$ cat src/rtl/display_mux_ctrl.sv
// Dual-digit display sequencer: key history plus blanked time-multiplexing.
// Optional LEADING_BLANK_EN keeps digits dark until they hold a key.
module display_mux_ctrl #(
    parameter logic [23:0] REFRESH_DIVIDER = 24'd60000,
    parameter logic [23:0] BLANK_CYCLES    = 24'd480
) (
    input  logic       clk,
    input  logic       reset,
    input  logic       valid_key,
    input  logic [3:0] digit,
    output logic [3:0] seg_digit,
    output logic       en_left,
    output logic       en_right,
    output logic [3:0] digit_left,
    output logic [3:0] digit_right
);

    typedef enum logic [1:0] {
        BLANK_R2L  = 2'd0,
        SHOW_LEFT  = 2'd1,
        BLANK_L2R  = 2'd2,
        SHOW_RIGHT = 2'd3
    } state_t;

    state_t      state, state_nxt;
    logic [23:0] cnt, cnt_nxt;
    logic [23:0] term;
    logic        show_l, show_r;

    always_ff @(posedge clk or negedge reset) begin
        if (!reset) begin
            digit_left  <= 4'd0;
            digit_right <= 4'd0;
        end else if (valid_key) begin
            digit_left  <= digit_right;
            digit_right <= digit;
        end
    end

    always_ff @(posedge clk or negedge reset) begin
        if (!reset) begin
            state <= BLANK_R2L;
            cnt   <= 24'd0;
        end else begin
            state <= state_nxt;
            cnt   <= cnt_nxt;
        end
    end

    always_comb begin
        state_nxt = state;
        cnt_nxt   = cnt + 24'd1;
        term      = BLANK_CYCLES - 24'd1;
        unique case (state)
            SHOW_LEFT,
            SHOW_RIGHT: term = REFRESH_DIVIDER - 24'd1;
            default:    term = BLANK_CYCLES - 24'd1;
        endcase
        if (cnt == term) begin
            cnt_nxt = 24'd0;
            unique case (state)
                BLANK_R2L:  state_nxt = SHOW_LEFT;
                SHOW_LEFT:  state_nxt = BLANK_L2R;
                BLANK_L2R:  state_nxt = SHOW_RIGHT;
                SHOW_RIGHT: state_nxt = BLANK_R2L;
                default:    state_nxt = BLANK_R2L;
            endcase
        end
    end

    assign show_l = (state == SHOW_LEFT);
    assign show_r = (state == SHOW_RIGHT);

    // Decoder input switches at the start of each blank, ahead of the enable
    assign seg_digit = (state == BLANK_R2L || state == SHOW_LEFT)
                     ? digit_left : digit_right;

`ifdef LEADING_BLANK_EN
    logic [1:0] key_count;

    always_ff @(posedge clk or negedge reset) begin
        if (!reset)
            key_count <= 2'd0;
        else if (valid_key && key_count != 2'd2)
            key_count <= key_count + 2'd1;
    end

    assign en_left  = show_l && (key_count == 2'd2);
    assign en_right = show_r && (key_count != 2'd0);
`else
    assign en_left  = show_l;
    assign en_right = show_r;
`endif

endmodule

$ cat config.mk
export PLATFORM = sky130hd
export DESIGN_NAME = display_mux_ctrl
export DESIGN_NICKNAME = d
export VERILOG_FILES = /design/src/rtl/display_mux_ctrl.sv
export SDC_FILE = /design/constraint.sdc
export NUM_CORES = 1
export LEC_CHECK = 0
export BUFFER_PORTS_ARGS = -buffer_cell sky130_fd_sc_hd__buf_2
export CORE_UTILIZATION = 50
export CTS_CLUSTER_SIZE = 20
export DETAILED_ROUTE_END_ITERATION = 16
export MAX_ROUTING_LAYER = met4
export PLACE_DENSITY_LB_ADDON = 0.2
export SLEW_MARGIN = 25
export SYNTH_ARGS = -nofsm -noshare
export SYNTH_HDL_FRONTEND = slang
export SYNTH_SLANG_ARGS = --single-unit
export TNS_END_PERCENT = 5
$ cat constraint.sdc
create_clock -name clk -period 2.7 [get_ports clk]
set_clock_uncertainty 0.2 [all_clocks]
set_input_delay 0.54 -clock clk [delete_from_list [all_inputs] [get_ports clk]]
set_output_delay 0.54 -clock clk [all_outputs]
set_load 0.01 [all_outputs]
* Word-level counts from Yosys, hierarchy flattened
Index checks and enable logic that the tools add are counted.
** Word-level totals
- Bits in writable memories :: 0
- ROM bits :: 0
- Input bits :: 7
- Flip-flop bits (word level) :: 34
- Logic and storage cells :: 16
- Output and inout port bits :: 14
- Memories :: 0
- Bits in latches :: 0
** Operators by class
- Bitwise logic cells :: 0
- Div/mod/pow operators :: 0
- Eq/ne operators :: 4
- Shifts and indexed selects :: 0
- Muxes and demuxes :: 4
- Multiply operators :: 0
- Reduce and logical (&&, ||, !) cells :: 3
- $add $sub $neg :: 1
- Order comparisons :: 0
** Operators with widths (count)
- adder 24 x 1 -> 24 bit, second input constant :: 1
- equality test 24 bit :: 1
- two-way mux 24 bit :: 1
- two-way mux 16 bit :: 1
- one-hot mux 2 bit (4 select lines) :: 1
- equality test 2 bit, second input constant :: 2
- two-way mux 4 bit :: 1
- equality test 2 x 1 -> 1 bit, second input constant :: 1
- logical NOT 2 bit :: 1
- OR reduction 2 bit :: 1
- logical OR 1 bit :: 1

* Depth between registers and ports, before layout
Gate-level depths: netlist of run 1.
- Depth in word-level cells :: 5
- Depth in mapped cells :: 6
- Mapped depth without buffers :: 5

* Least setup slack after synthesis of run 1
No wires, ideal clock.
- Path kind :: flip-flop to output port
- From :: reg state[0]
- To :: out seg_digit[0]
- Stages on the path, launching flop included :: 4
- Arrival :: 1.299 ns
- Setup slack :: 0.661 ns
- Required time :: 1.960 ns
- Path through :: dfrtp_1 > ha_1 > nor2_1 > mux2_2
** On the way
- Longest elaborated chain between the ends :: 3
- Elaborated cells between the ends (all ways) :: 4
** Ends and longest elaborated chain
- start, declared :: RTL line 25 : state_t state, state_nxt;
- start signal, assigned :: RTL line 45 : state <= state_nxt;
- equality test 2 x 1 -> 1 bit
- named net en_left :: RTL line 12 : output logic en_left,
- logical OR 1 bit :: RTL line 75 : assign seg_digit = (state == BLANK_R2L || state == SHOW_LEFT)
- two-way mux 4 bit :: RTL line 76 : ? digit_left : digit_right;
- end, declared :: RTL line 11 : output logic [3:0] seg_digit,
The timed path passes the listed nets, and every way through them passes these cells.

* Worst setup path in the final report of run 1
- From :: reg state[0]
- To :: out seg_digit[3]
** On the way
- Longest elaborated chain between the ends :: 3
- Elaborated cells between the ends (all ways) :: 4
** Ends and longest elaborated chain (RTL line)
- equality test 2 x 1 -> 1 bit or logical NOT 2 bit (tied branches) :: 75
- logical OR 1 bit (*) :: 75
- two-way mux 4 bit (*) :: 76
Mark *: on every way between the ends. The rest lies on a longest branch, timed or not.

==> results of run 1 <==
[routing by layer]
layer	vias up	part of all wire [%]
li1	579	-
met1	585	48
met2	22	47
met3	2	3.9
met4	0	0.49
met5	-	0
[final timing paths]
| path | startpoint | end | slack (ps) | cells past startpoint |
|---|---|---|---|---|
| max | state[0] | seg_digit[3] | 140 | 5 |
| min | reset | cnt[15] | 60 | 1 |
| max reg2reg | cnt[0] | state[1] | 720 | 5 |
| min reg2reg | cnt[23] | cnt[23] | 290 | 1 |
| max in group asynchronous | reset | cnt[1] | 1740 | 1 |
| min in group clk | digit[3] | digit_right[3] | 240 | 2 |
[per-stage QoR]
stage	cells	setup WS (ps)	area [µm²]	power (W)
after floorplan	148	661	1680	0.000582
after global placement	210	458	1820	0.000620
after detailed placement	210	410	1820	0.000624
after CTS	218	35.5	1880	0.000918
after global routing	218	28.8	1890	0.000943
final	218	141	1890	0.000903
[power by group]
part	total, W	internal [W]	switching (W)	leakage (nW)
clock	0.000291	0.000126	0.000165	0.0353
sequential	0.000535	0.000524	0.0000112	0.443
combinational	0.0000766	0.0000377	0.0000388	0.359
total	0.000903	0.000688	0.000215	0.837
[kinds of logic (layout without fill, tap and decap cells)]
family	Yosys count	in the layout	synth area share [%]
AOI/OAI and AO/OA	8	8	3.72
xor gates and xnor gates	19	19	9.90
adders and majority gates	5	5	3.72
buffers and inverters	9	35	2.53
DFF	34	34	50.6
muxes	14	14	9.31
and+or+nand+nor	59	59	20.2
[registers in the layout, indices dropped and copies added, names as in the netlist]
name and cells:
digit_right 4, cnt 24, digit_left 4, state 2
[cells in the final DEF (no fill, tap or decap), types with 2 or more instances in the layout]
cell type	n
sky130_fd_sc_hd__nor3_1	3
sky130_fd_sc_hd__nor2_1	11
sky130_fd_sc_hd__xor2_1	12
sky130_fd_sc_hd__inv_1	6
sky130_fd_sc_hd__xnor2_1	7
sky130_fd_sc_hd__o31ai_1	3
sky130_fd_sc_hd__nand4_1	3
sky130_fd_sc_hd__nor4_1	10
sky130_fd_sc_hd__ha_1	5
sky130_fd_sc_hd__nand3_2	2
sky130_fd_sc_hd__or4_1	3
sky130_fd_sc_hd__mux2_2	13
sky130_fd_sc_hd__nand3_1	8
sky130_fd_sc_hd__buf_2	20
sky130_fd_sc_hd__and4_1	2
sky130_fd_sc_hd__nand2_1	8
sky130_fd_sc_hd__dfrtp_1	34
sky130_fd_sc_hd__clkbuf_4	5
sky130_fd_sc_hd__a21oi_1	3
[area by class of cell]
cell class              instances  area, µm²
fillers                       267       1240
flip-flops and latches         34        851
multi-input cells             105        790
repair buffers                 21        108
clock buffers                   7       55.1
well taps                      44       55.1
inverters                       6       22.5
clock inverters                 1       5.00
[cell usage after synthesis, types with 2 or more instances]
master                    count
sky130_fd_sc_hd__nand3_2      2
sky130_fd_sc_hd__nand2_1      8
sky130_fd_sc_hd__o31ai_1      3
sky130_fd_sc_hd__xnor2_1      7
sky130_fd_sc_hd__nand4_1      3
sky130_fd_sc_hd__xor2_1      12
sky130_fd_sc_hd__a21oi_1      3
sky130_fd_sc_hd__nor2_1      12
sky130_fd_sc_hd__mux2_2      13
sky130_fd_sc_hd__nand3_1      8
sky130_fd_sc_hd__inv_1        6
sky130_fd_sc_hd__dfrtp_1     34
sky130_fd_sc_hd__and4_1       2
sky130_fd_sc_hd__or4_1        3
sky130_fd_sc_hd__nor4_1      10
sky130_fd_sc_hd__ha_1         5
sky130_fd_sc_hd__nor3_1       3
[timing repair]
item                                    in CTS  in global routing
endpoints found under the setup margin       0                  4
endpoints found under the hold margin        0                  0
gates resized for setup                      0                  1
==> summary.md, run 1 <==
| Metric | Value |
|---|---|
| Initial antenna violation count | `0` |
| Pwr per Cell Area | `479 nW/µm²` |
| Endpoints failing hold | `0` |
| Met2 track demand over resource | `29.7%` |
| Standby leakage power | `0.837 nW` |
| Slew at the pin with the worst max-slew slack | `766 ps` |
| Met1 layer usage reported by global route | `24.9%` |
| Number of maximum-capacitance violations | `0` |
| Final HPWL DP | `2.07 mm` |
| Clock slew seen by the registers of the worst setup and hold paths | `110 ps` |
| Data arrival at the endpoint of the critical path | `1820 ps` |
| Drt initial violations | `43` |
| Vias after detailed routing | `1188` |
| Gate count of the mapped netlist | `148` |
| Post-synth top flop | `sky130_fd_sc_hd__dfrtp_1` |
| First-pass detailed-route iteration total | `4` |
| Cell taking the most area after synthesis | `sky130_fd_sc_hd__dfrtp_1` |
| Smallest hold slack | `64.9 ps` |
| Gpl congestion | `0.813` |
| Unrepaired setup endpoints after global routing | `no` |
| Post-synth EDFFs | `0` |
| Relative slew slack | `48.9%` |
| Number of ports placed on the die boundary | `21` |
| Number of nets produced by synthesis | `160` |
| Total wirelength of the detailed-routed design | `3.04 mm` |
| TritonCTS clock tree | `built` |
| Overflow left after global routing | `0` |
| Critical path buffer and inverter count | `2` |
| Fraction of post-synthesis cell area in the top cell type by area | `50.6%` |
| Placeable core area | `3130 µm²` |
| # Post-CTS Setup Buffers | `0` |
| Maximum frequency from static timing analysis | `391 MHz` |
| DRC | `0` |
| Register area share after synthesis | `50.6%` |
| Total of endpoints with negative setup slack in the final report | `0` |
| Wire length of the first global-routing pass | `4.95 mm` |
| Pin count of the biggest net entering global routing | `35` |
| Outcome | `completed` |
| Largest fanout of any net on the critical path | `7` |
| H-tree depth reported by CTS | `2` |
| Number of I/O port buffers | `20` |
| Signed area change from the synthesized netlist to the final layout | `12.2%` |
| Yosys synthesis warning count | `0` |
| Number of max-slew violations in the final report | `0` |
| Critical Path Source Type | `flop` |
| Post-route antenna net violation count | `0` |
| Gr busiest metal | `met2` |
| Clock buffer count from CTS | `5` |
| Post-Syn Area per Cell | `11.4 µm²` |
| Chip height | `60.0 µm` |
| Clock tree root driver cell | `sky130_fd_sc_hd__clkbuf_4` |
| Peak ir drop on the vdd network | `0.303 mV` |
| Worst path required time | `1960 ps` |
| CP cell instances | `inv_1 > ha_1 > nor2_2 > mux2_2 > buf_2` |
| Synth area leaders | `sky130_fd_sc_hd__dfrtp_1 (51%), sky130_fd_sc_hd__mux2_2 (8.7%), sky130_fd_sc_hd__xor2_1 (6.3%), sky130_fd_sc_hd__ha_1 (3.7%), sky130_fd_sc_hd__nor4_1 (3.7%)` |
| Routed length per placed instance | `13.9 µm` |
| Latest clock arrival within the worst-skew pair | `340 ps` |
| Delay contributed by the slowest stage of the critical path | `450 ps` |
| Total standard cell area after synthesis | `1680 µm²` |
| Crit-path slowest cell | `sky130_fd_sc_hd__dfrtp_1` |
| CTS sink cnt | `34` |
| Largest buffer count on any clock path | `2` |
| Hold Crit Class | `primary input to asynchronous set/reset pin` |
| Post-route minimum period | `2560 ps` |
| Crit Path Class | `flop to output port` |
| Count of cell types in the netlist | `31` |
| Horizontal extent of the die | `60.0 µm` |
| Fraction of layout cells with a size suffix above 1 | `28.2%` |
| Cell family with the largest share of critical-path delay | `flip-flops` |
| Standard-cell rows | `20` |
| Die area | `3600 µm²` |
| Antenna diode count | `0` |
| Final clock period utilization by the worst path | `94.8%` |
| Post-layout util | `60.3%` |
| Ys async rst share | `100%` |
| Initial cell density of the core | `53.7%` |
| Final Net Count | `185` |
| Endpoint type of the worst setup path | `output port` |
| Global routing met3 resource utilization | `7.14%` |
| Drt via density | `5.45` |
| Total negative setup slack | `0 ps` |
| Number of global-route vias before repair | `1095` |
| Total global routing track utilization | `19.7%` |
| Post-synthesis sequential element count | `34` |
| Post-cts hold buffer count | `0` |
(Power assumes the default switching activity.)
==> inputs of run 2 (changes only) <==
ABC_AREA = 1   (was default)
==> summary.md, run 2 <==
| Metric | Value |
|---|---|
| Outcome | `completed` |
| Final clock period utilization by the worst path | `88.5%` |
| Number of I/O port buffers | `20` |
| Total wirelength of the detailed-routed design | `4.45 mm` |
| Chip height | `67.1 µm` |
| Gpl congestion | `0.897` |
| Yosys synthesis warning count | `0` |
| Clock slew seen by the registers of the worst setup and hold paths | `80 ps` |
| Register area share after synthesis | `40.1%` |
| Net Sw Power | `0.000244 W` |
| Number of fill cells | `382` |
| Clock tree root driver cell | `sky130_fd_sc_hd__clkbuf_8` |
| Internal power summed over all cells | `0.000919 W` |
| Total negative setup slack | `0 ps` |
| Post-layout util | `59.6%` |
| Largest buffer count on any clock path | `2` |
| Proportion of total power due to net switching | `21.0%` |
| Most common cell after layout, fill and taps aside | `sky130_fd_sc_hd__nand2_1` |
| Ranking of synthesized cells by instance count | `sky130_fd_sc_hd__nand2_1 (89), sky130_fd_sc_hd__nor2_1 (41), sky130_fd_sc_hd__inv_1 (36)` |
| Pwr per Cell Area | `484 nW/µm²` |
| Number of flip-flops in the largest register | `24` |
| Largest fanout of any net on the critical path | `8` |
| Initial cell density of the core | `52.6%` |
| Count of cell types in the netlist | `27` |
| Reg-to-reg endpoint | `state[0]` |
| Worst path required time | `1960 ps` |
| Total of endpoints with negative setup slack in the final report | `0` |
| Gate count of the mapped netlist | `296` |
| Routed length per placed instance | `12.0 µm` |
| Number of placed cells counting well taps | `363` |
| Antenna diode count | `0` |
| Die area | `4510 µm²` |
| Final HPWL DP | `3.38 mm` |
| Placeable core area | `4030 µm²` |
| Flop2flop setup slack | `800 ps` |
| First-pass detailed-route iteration total | `4` |
| Standby leakage power | `1.27 nW` |
| Post-Syn Area per Cell | `7.16 µm²` |
| H-tree depth reported by CTS | `2` |
| Post-route antenna net violation count | `0` |
| Overflow left after global routing | `0` |
| Ys async rst share | `100%` |
| Proportion of power drawn by flip-flops and latches | `45.7%` |
| Post-synth top flop | `sky130_fd_sc_hd__dfrtp_1` |
| Signed area change from the synthesized netlist to the final layout | `13.2%` |
| Total global routing track utilization | `22.7%` |
| Number of global-route vias before repair | `1568` |
| Relative slew slack | `48.4%` |
| Logic gate share of total power | `5.5%` |
| Reg-to-Reg Start | `cnt[0]` |
| Endpoints failing hold | `0` |
| Hold Crit Class | `primary input to asynchronous set/reset pin` |
| Termination of the worst setup path | `seg_digit[3]` |
| DRC | `0` |
| Crit Path Class | `flop to output port` |
| Slew at the pin with the worst max-slew slack | `774 ps` |
| Fraction of post-synthesis cell area in the top cell type by area | `40.1%` |
| Pin count of the biggest net entering global routing | `35` |
| Dominant cell by count in the synthesized netlist | `sky130_fd_sc_hd__nand2_1` |
| Total standard cell area after synthesis | `2120 µm²` |
| Post-synth EDFFs | `0` |
| Most frequent cells in the layout | `sky130_fd_sc_hd__nand2_1 (89), sky130_fd_sc_hd__nor2_1 (40), sky130_fd_sc_hd__inv_1 (36)` |
| Path depth of the worst reg2reg path | `9` |
| Power, Total | `0.00116 W` |
| Drt initial violations | `105` |
| CTS sink cnt | `34` |
| Data arrival at the endpoint of the critical path | `1650 ps` |
| Largest registers | `cnt (24), digit_left (4), digit_right (4)` |
| Vias after detailed routing | `1822` |
| Unrepaired setup endpoints after global routing | `no` |
| Post-synthesis sequential element count | `34` |
| Number of max-slew violations in the final report | `0` |
| Critical Path Source Type | `flop` |
| Final Net Count | `332` |
| Cell taking the most area after synthesis | `sky130_fd_sc_hd__dfrtp_1` |
| Synth area leaders | `sky130_fd_sc_hd__dfrtp_1 (40%), sky130_fd_sc_hd__nand2_1 (16%), sky130_fd_sc_hd__nor2_1 (7.3%), sky130_fd_sc_hd__inv_1 (6.4%), sky130_fd_sc_hd__nand3_1 (3.5%)` |
| Post-route non-filler standard cell count | `371` |
| # Post-CTS Setup Buffers | `0` |
| Peak ir drop on the vdd network | `0.316 mV` |
| Most flop-heavy register | `cnt` |
| Smallest hold slack | `117 ps` |
| Source of the critical timing path | `state[0]` |
| Number of maximum-capacitance violations | `0` |
| Post-cts hold buffer count | `0` |
| Wire length of the first global-routing pass | `7.18 mm` |
| Latest clock arrival within the worst-skew pair | `290 ps` |
| Fraction of layout cells with a size suffix above 1 | `22.4%` |
| Standard-cell rows | `23` |
| Clock buffer count from CTS | `5` |
| Post-route minimum period | `2390 ps` |
| Horizontal extent of the die | `67.1 µm` |
| Endpoint type of the worst setup path | `output port` |
| Clock share of power | `48.8%` |
| TritonCTS clock tree | `built` |
| Number of nets produced by synthesis | `308` |
| Drt via density | `4.91` |
| Number of ports placed on the die boundary | `21` |
| Initial antenna violation count | `0` |
| Maximum frequency from static timing analysis | `419 MHz` |
-- run 2: cells by family after synthesis --
| kind of cell | count (synthesis) | share of synthesized area (%) |
|---|---|---|
| AO/OA/AOI/OAI | 19 | 4.84 |
| XOR/XNOR | 4 | 1.65 |
| adder cells (fa/ha/maj) | 5 | 2.95 |
| buffers and inverters | 51 | 9.56 |
| flip-flops | 34 | 40.1 |
| multiplexers | 4 | 2.12 |
| AND/OR/NAND/NOR | 179 | 38.8 |
-- run 2: worst min-delay path by stage --
stage                   startpoint             to  slack, ps  cells past startpoint
global route                 reset        cnt[21]        180                      1
finish                       reset        cnt[23]        120                      1
detailed placement  digit_right[2]  digit_left[2]        320                      2
global placement    digit_right[2]  digit_left[2]        310                      2
CTS                          reset        cnt[23]        130                      1
floorplan                    reset         cnt[0]         40                      0
-- run 2: stage by stage --
| step | worst slack, ps | area, µm² |
|---|---|---|
| 2_1_floorplan | 782 | 2120 |
| 3_3_place_gp | 583 | 2260 |
| 3_5_place_dp | 501 | 2260 |
| 4_1_cts | 170 | 2400 |
| 5_1_grt | 108 | 2400 |
| 6_report | 311 | 2400 |
-- run 2: layout make-up --
cell class | instances | area, µm² | share of cell area (%)
multi-input cells | 211 | 1070 | 44.6
flip-flops and latches | 34 | 851 | 35.4
inverters | 48 | 180 | 7.50
repair buffers | 20 | 100 | 4.17
clock buffers | 5 | 68.8 | 2.87
clock inverters | 3 | 68.8 | 2.87
well taps | 50 | 62.6 | 2.61
-- run 2: worst max-delay path, stage by stage (launching register included) --
cell	delay [ps]
sky130_fd_sc_hd__dfrtp_1	470
sky130_fd_sc_hd__inv_2	110
sky130_fd_sc_hd__ha_1	230
sky130_fd_sc_hd__nor2_2	230
sky130_fd_sc_hd__nand2_1	90
sky130_fd_sc_hd__o21ai_0	80
sky130_fd_sc_hd__buf_2	150
-- run 2: repair_timing --
action                     CTS  global route
hold endpoints to repair     0             0
resized for setup            0             1
setup endpoints to repair    0             1
-- run 2: power by group through the flow --
stage / logic (W) / clock network [W] / registers (W)
floorplan: 0.0000222 / 0 / 0.000547
global placement: 0.0000653 / 0 / 0.000541
detailed placement: 0.0000658 / 0 / 0.000541
CTS: 0.0000658 / 0.000579 / 0.000531
global route: 0.0000746 / 0.000600 / 0.000533
finish: 0.0000644 / 0.000567 / 0.000531
-- run 2: layer usage --
layer / up-vias / global-route usage, % / share of wire (%)
met5: - / - / 0
met4: 0 / 9.04 / 1.7
met3: 8 / 4.79 / 4.6
met2: 42 / 33.4 / 46
met1: 817 / 30.3 / 48
li1: 955 / - / -
==> inputs of run 3 (changes only) <==
CELL_PAD_IN_SITES_DETAIL_PLACEMENT = 0   (was default)
CELL_PAD_IN_SITES_GLOBAL_PLACEMENT = 2   (was default)
CORE_UTILIZATION = 33   (was 50)
==> summary.md, run 3 (same netlist as run 2, synthesis figures left out) <==
| Metric | Value |
|---|---|
| Outcome | `completed` |
| Data arrival at the endpoint of the critical path | `1660 ps` |
| Post-route minimum period | `2400 ps` |
| Slew at the pin with the worst max-slew slack | `800 ps` |
| Clock slew seen by the registers of the worst setup and hold paths | `70 ps` |
| Total of endpoints with negative setup slack in the final report | `0` |
| Endpoint type of the worst setup path | `output port` |
| Maximum frequency from static timing analysis | `416 MHz` |
| Post-layout util | `39.7%` |
| Number of maximum-capacitance violations | `0` |
| H-tree depth reported by CTS | `2` |
| Initial antenna violation count | `0` |
| Standard cell area after detailed placement | `2290 µm²` |
| TritonCTS clock tree | `built` |
| Clock buffer count from CTS | `5` |
| Standby leakage power | `1.26 nW` |
| Net Sw Power | `0.000245 W` |
| Clock tree root driver cell | `sky130_fd_sc_hd__clkbuf_8` |
| Most common cell after layout, fill and taps aside | `sky130_fd_sc_hd__nand2_1` |
| Number of flip-flops in the largest register | `24` |
| Relative slew slack | `46.6%` |
| Post-route antenna net violation count | `0` |
| Largest fanout of any net on the critical path | `8` |
| Overflow left after global routing | `0` |
| Signed area change from the synthesized netlist to the final layout | `13.3%` |
| Worst path required time | `1960 ps` |
| Pin count of the biggest net entering global routing | `35` |
| Fraction of layout cells with a size suffix above 1 | `22.4%` |
| Drt initial violations | `84` |
| Final HPWL DP | `3.85 mm` |
| Logic gate share of total power | `6.2%` |
| Largest registers | `cnt (24), digit_left (4), digit_right (4)` |
| Total negative setup slack | `0 ps` |
| Routed length per placed instance | `12.5 µm` |
| Number of I/O port buffers | `20` |
| Standard-cell rows | `28` |
| Most flop-heavy register | `cnt` |
| Drt via density | `4.44` |
| Most frequent cells in the layout | `sky130_fd_sc_hd__nand2_1 (89), sky130_fd_sc_hd__nor2_1 (40), sky130_fd_sc_hd__inv_1 (36)` |
| Final Net Count | `332` |
| Wire length of the first global-routing pass | `8.45 mm` |
| Hold Crit Class | `primary input to asynchronous set/reset pin` |
| # Post-CTS Setup Buffers | `0` |
| Number of max-slew violations in the final report | `0` |
| Latest clock arrival within the worst-skew pair | `290 ps` |
| Vias after detailed routing | `1760` |
| Gpl congestion | `0.756` |
| Peak ir drop on the vdd network | `0.191 mV` |
| Pwr per Cell Area | `443 nW/µm²` |
| Gates resized, CTS repair | `0` |
| CTS sink cnt | `34` |
| Proportion of total power due to net switching | `23.0%` |
| Unrepaired setup endpoints after global routing | `no` |
| Min setup slack post-route | `295 ps` |
| Clock share of power | `44.0%` |
| DRC | `0` |
| Number of ports placed on the die boundary | `21` |
| Total global routing track utilization | `17.8%` |
| Total wirelength of the detailed-routed design | `4.94 mm` |
| Final clock period utilization by the worst path | `89.1%` |
| Number of global-route vias before repair | `1724` |
| Internal power summed over all cells | `0.000820 W` |
| Post-cts hold buffer count | `0` |
| Initial cell density of the core | `35.0%` |
| Endpoints failing hold | `0` |
| Critical Path Source Type | `flop` |
| Antenna diode count | `0` |
| Chip height | `82.2 µm` |
| First-pass detailed-route iteration total | `4` |
| Setup Slack @ Placement | `496 ps` |
| Crit Path Class | `flop to output port` |
| Finished Cell Area | `2400 µm²` |
| Proportion of power drawn by flip-flops and latches | `49.8%` |
| Largest buffer count on any clock path | `2` |
| Placeable core area | `6060 µm²` |
| Horizontal extent of the die | `82.2 µm` |
| Smallest hold slack | `129 ps` |
| Die area | `6750 µm²` |
run 3: cell count changes in the layout (fill, tap and decap cells not counted), sizes merged:
cell	delta
clkinv	+1
bufinv	-1
run 3: power groups by stage:
stage               logic (W)  clock network, W  registers (W)
floorplan           0.0000222                 0       0.000547
global placement    0.0000682                 0       0.000541
detailed placement  0.0000682                 0       0.000541
CTS                 0.0000683          0.000486       0.000531
global route        0.0000771          0.000508       0.000533
finish              0.0000661          0.000468       0.000531
run 3: critical path, cell delays in order (launching register included):
cell and delay, ps:
sky130_fd_sc_hd__dfrtp_1 490, sky130_fd_sc_hd__inv_2 120, sky130_fd_sc_hd__ha_1 240, sky130_fd_sc_hd__nor2_2 230, sky130_fd_sc_hd__nand2_1 70, sky130_fd_sc_hd__o21ai_0 70, sky130_fd_sc_hd__buf_2 150
run 3: layer usage:
metal | part of all wire (%) | vias to the layer above | track usage [%]
met1 | 54 | 780 | 24.3
li1 | - | 954 | -
met4 | 1.6 | 0 | 7.37
met3 | 2.8 | 8 | 3.30
met5 | 0 | - | -
met2 | 41 | 18 | 25.7
run 3: worst paths after layout:
kind                                start              to  slack [ps]  depth (start not counted)
setup / recovery                 state[0]    seg_digit[3]         300                          6
min in group clk                 digit[1]  digit_right[1]         280                          2
setup reg to reg                   cnt[0]         cnt[11]         760                          8
max in group asynchronous           reset          cnt[8]        1660                          1
hold / removal                      reset         cnt[21]         130                          1
hold reg to reg            digit_right[3]   digit_left[3]         330                          2
run 3: per-stage QoR:
stage          cells  power, W
2_1_floorplan    296  0.000570
3_3_place_gp     388  0.000609
3_5_place_dp     388  0.000609
4_1_cts          396   0.00109
5_1_grt          396   0.00112
6_report         396   0.00107
run 3: area by class of cell:
| type | instances | area, µm² |
|---|---|---|
| Clock buffer | 5 | 68.8 |
| Sequential cell | 34 | 851 |
| Timing Repair Buffer | 20 | 100 |
| Clock inverter | 3 | 40.0 |
| Tap cell | 75 | 93.8 |
| Inverter | 48 | 180 |
| Multi-Input combinational cell | 211 | 1070 |
| Fill cell | 654 | 3660 |
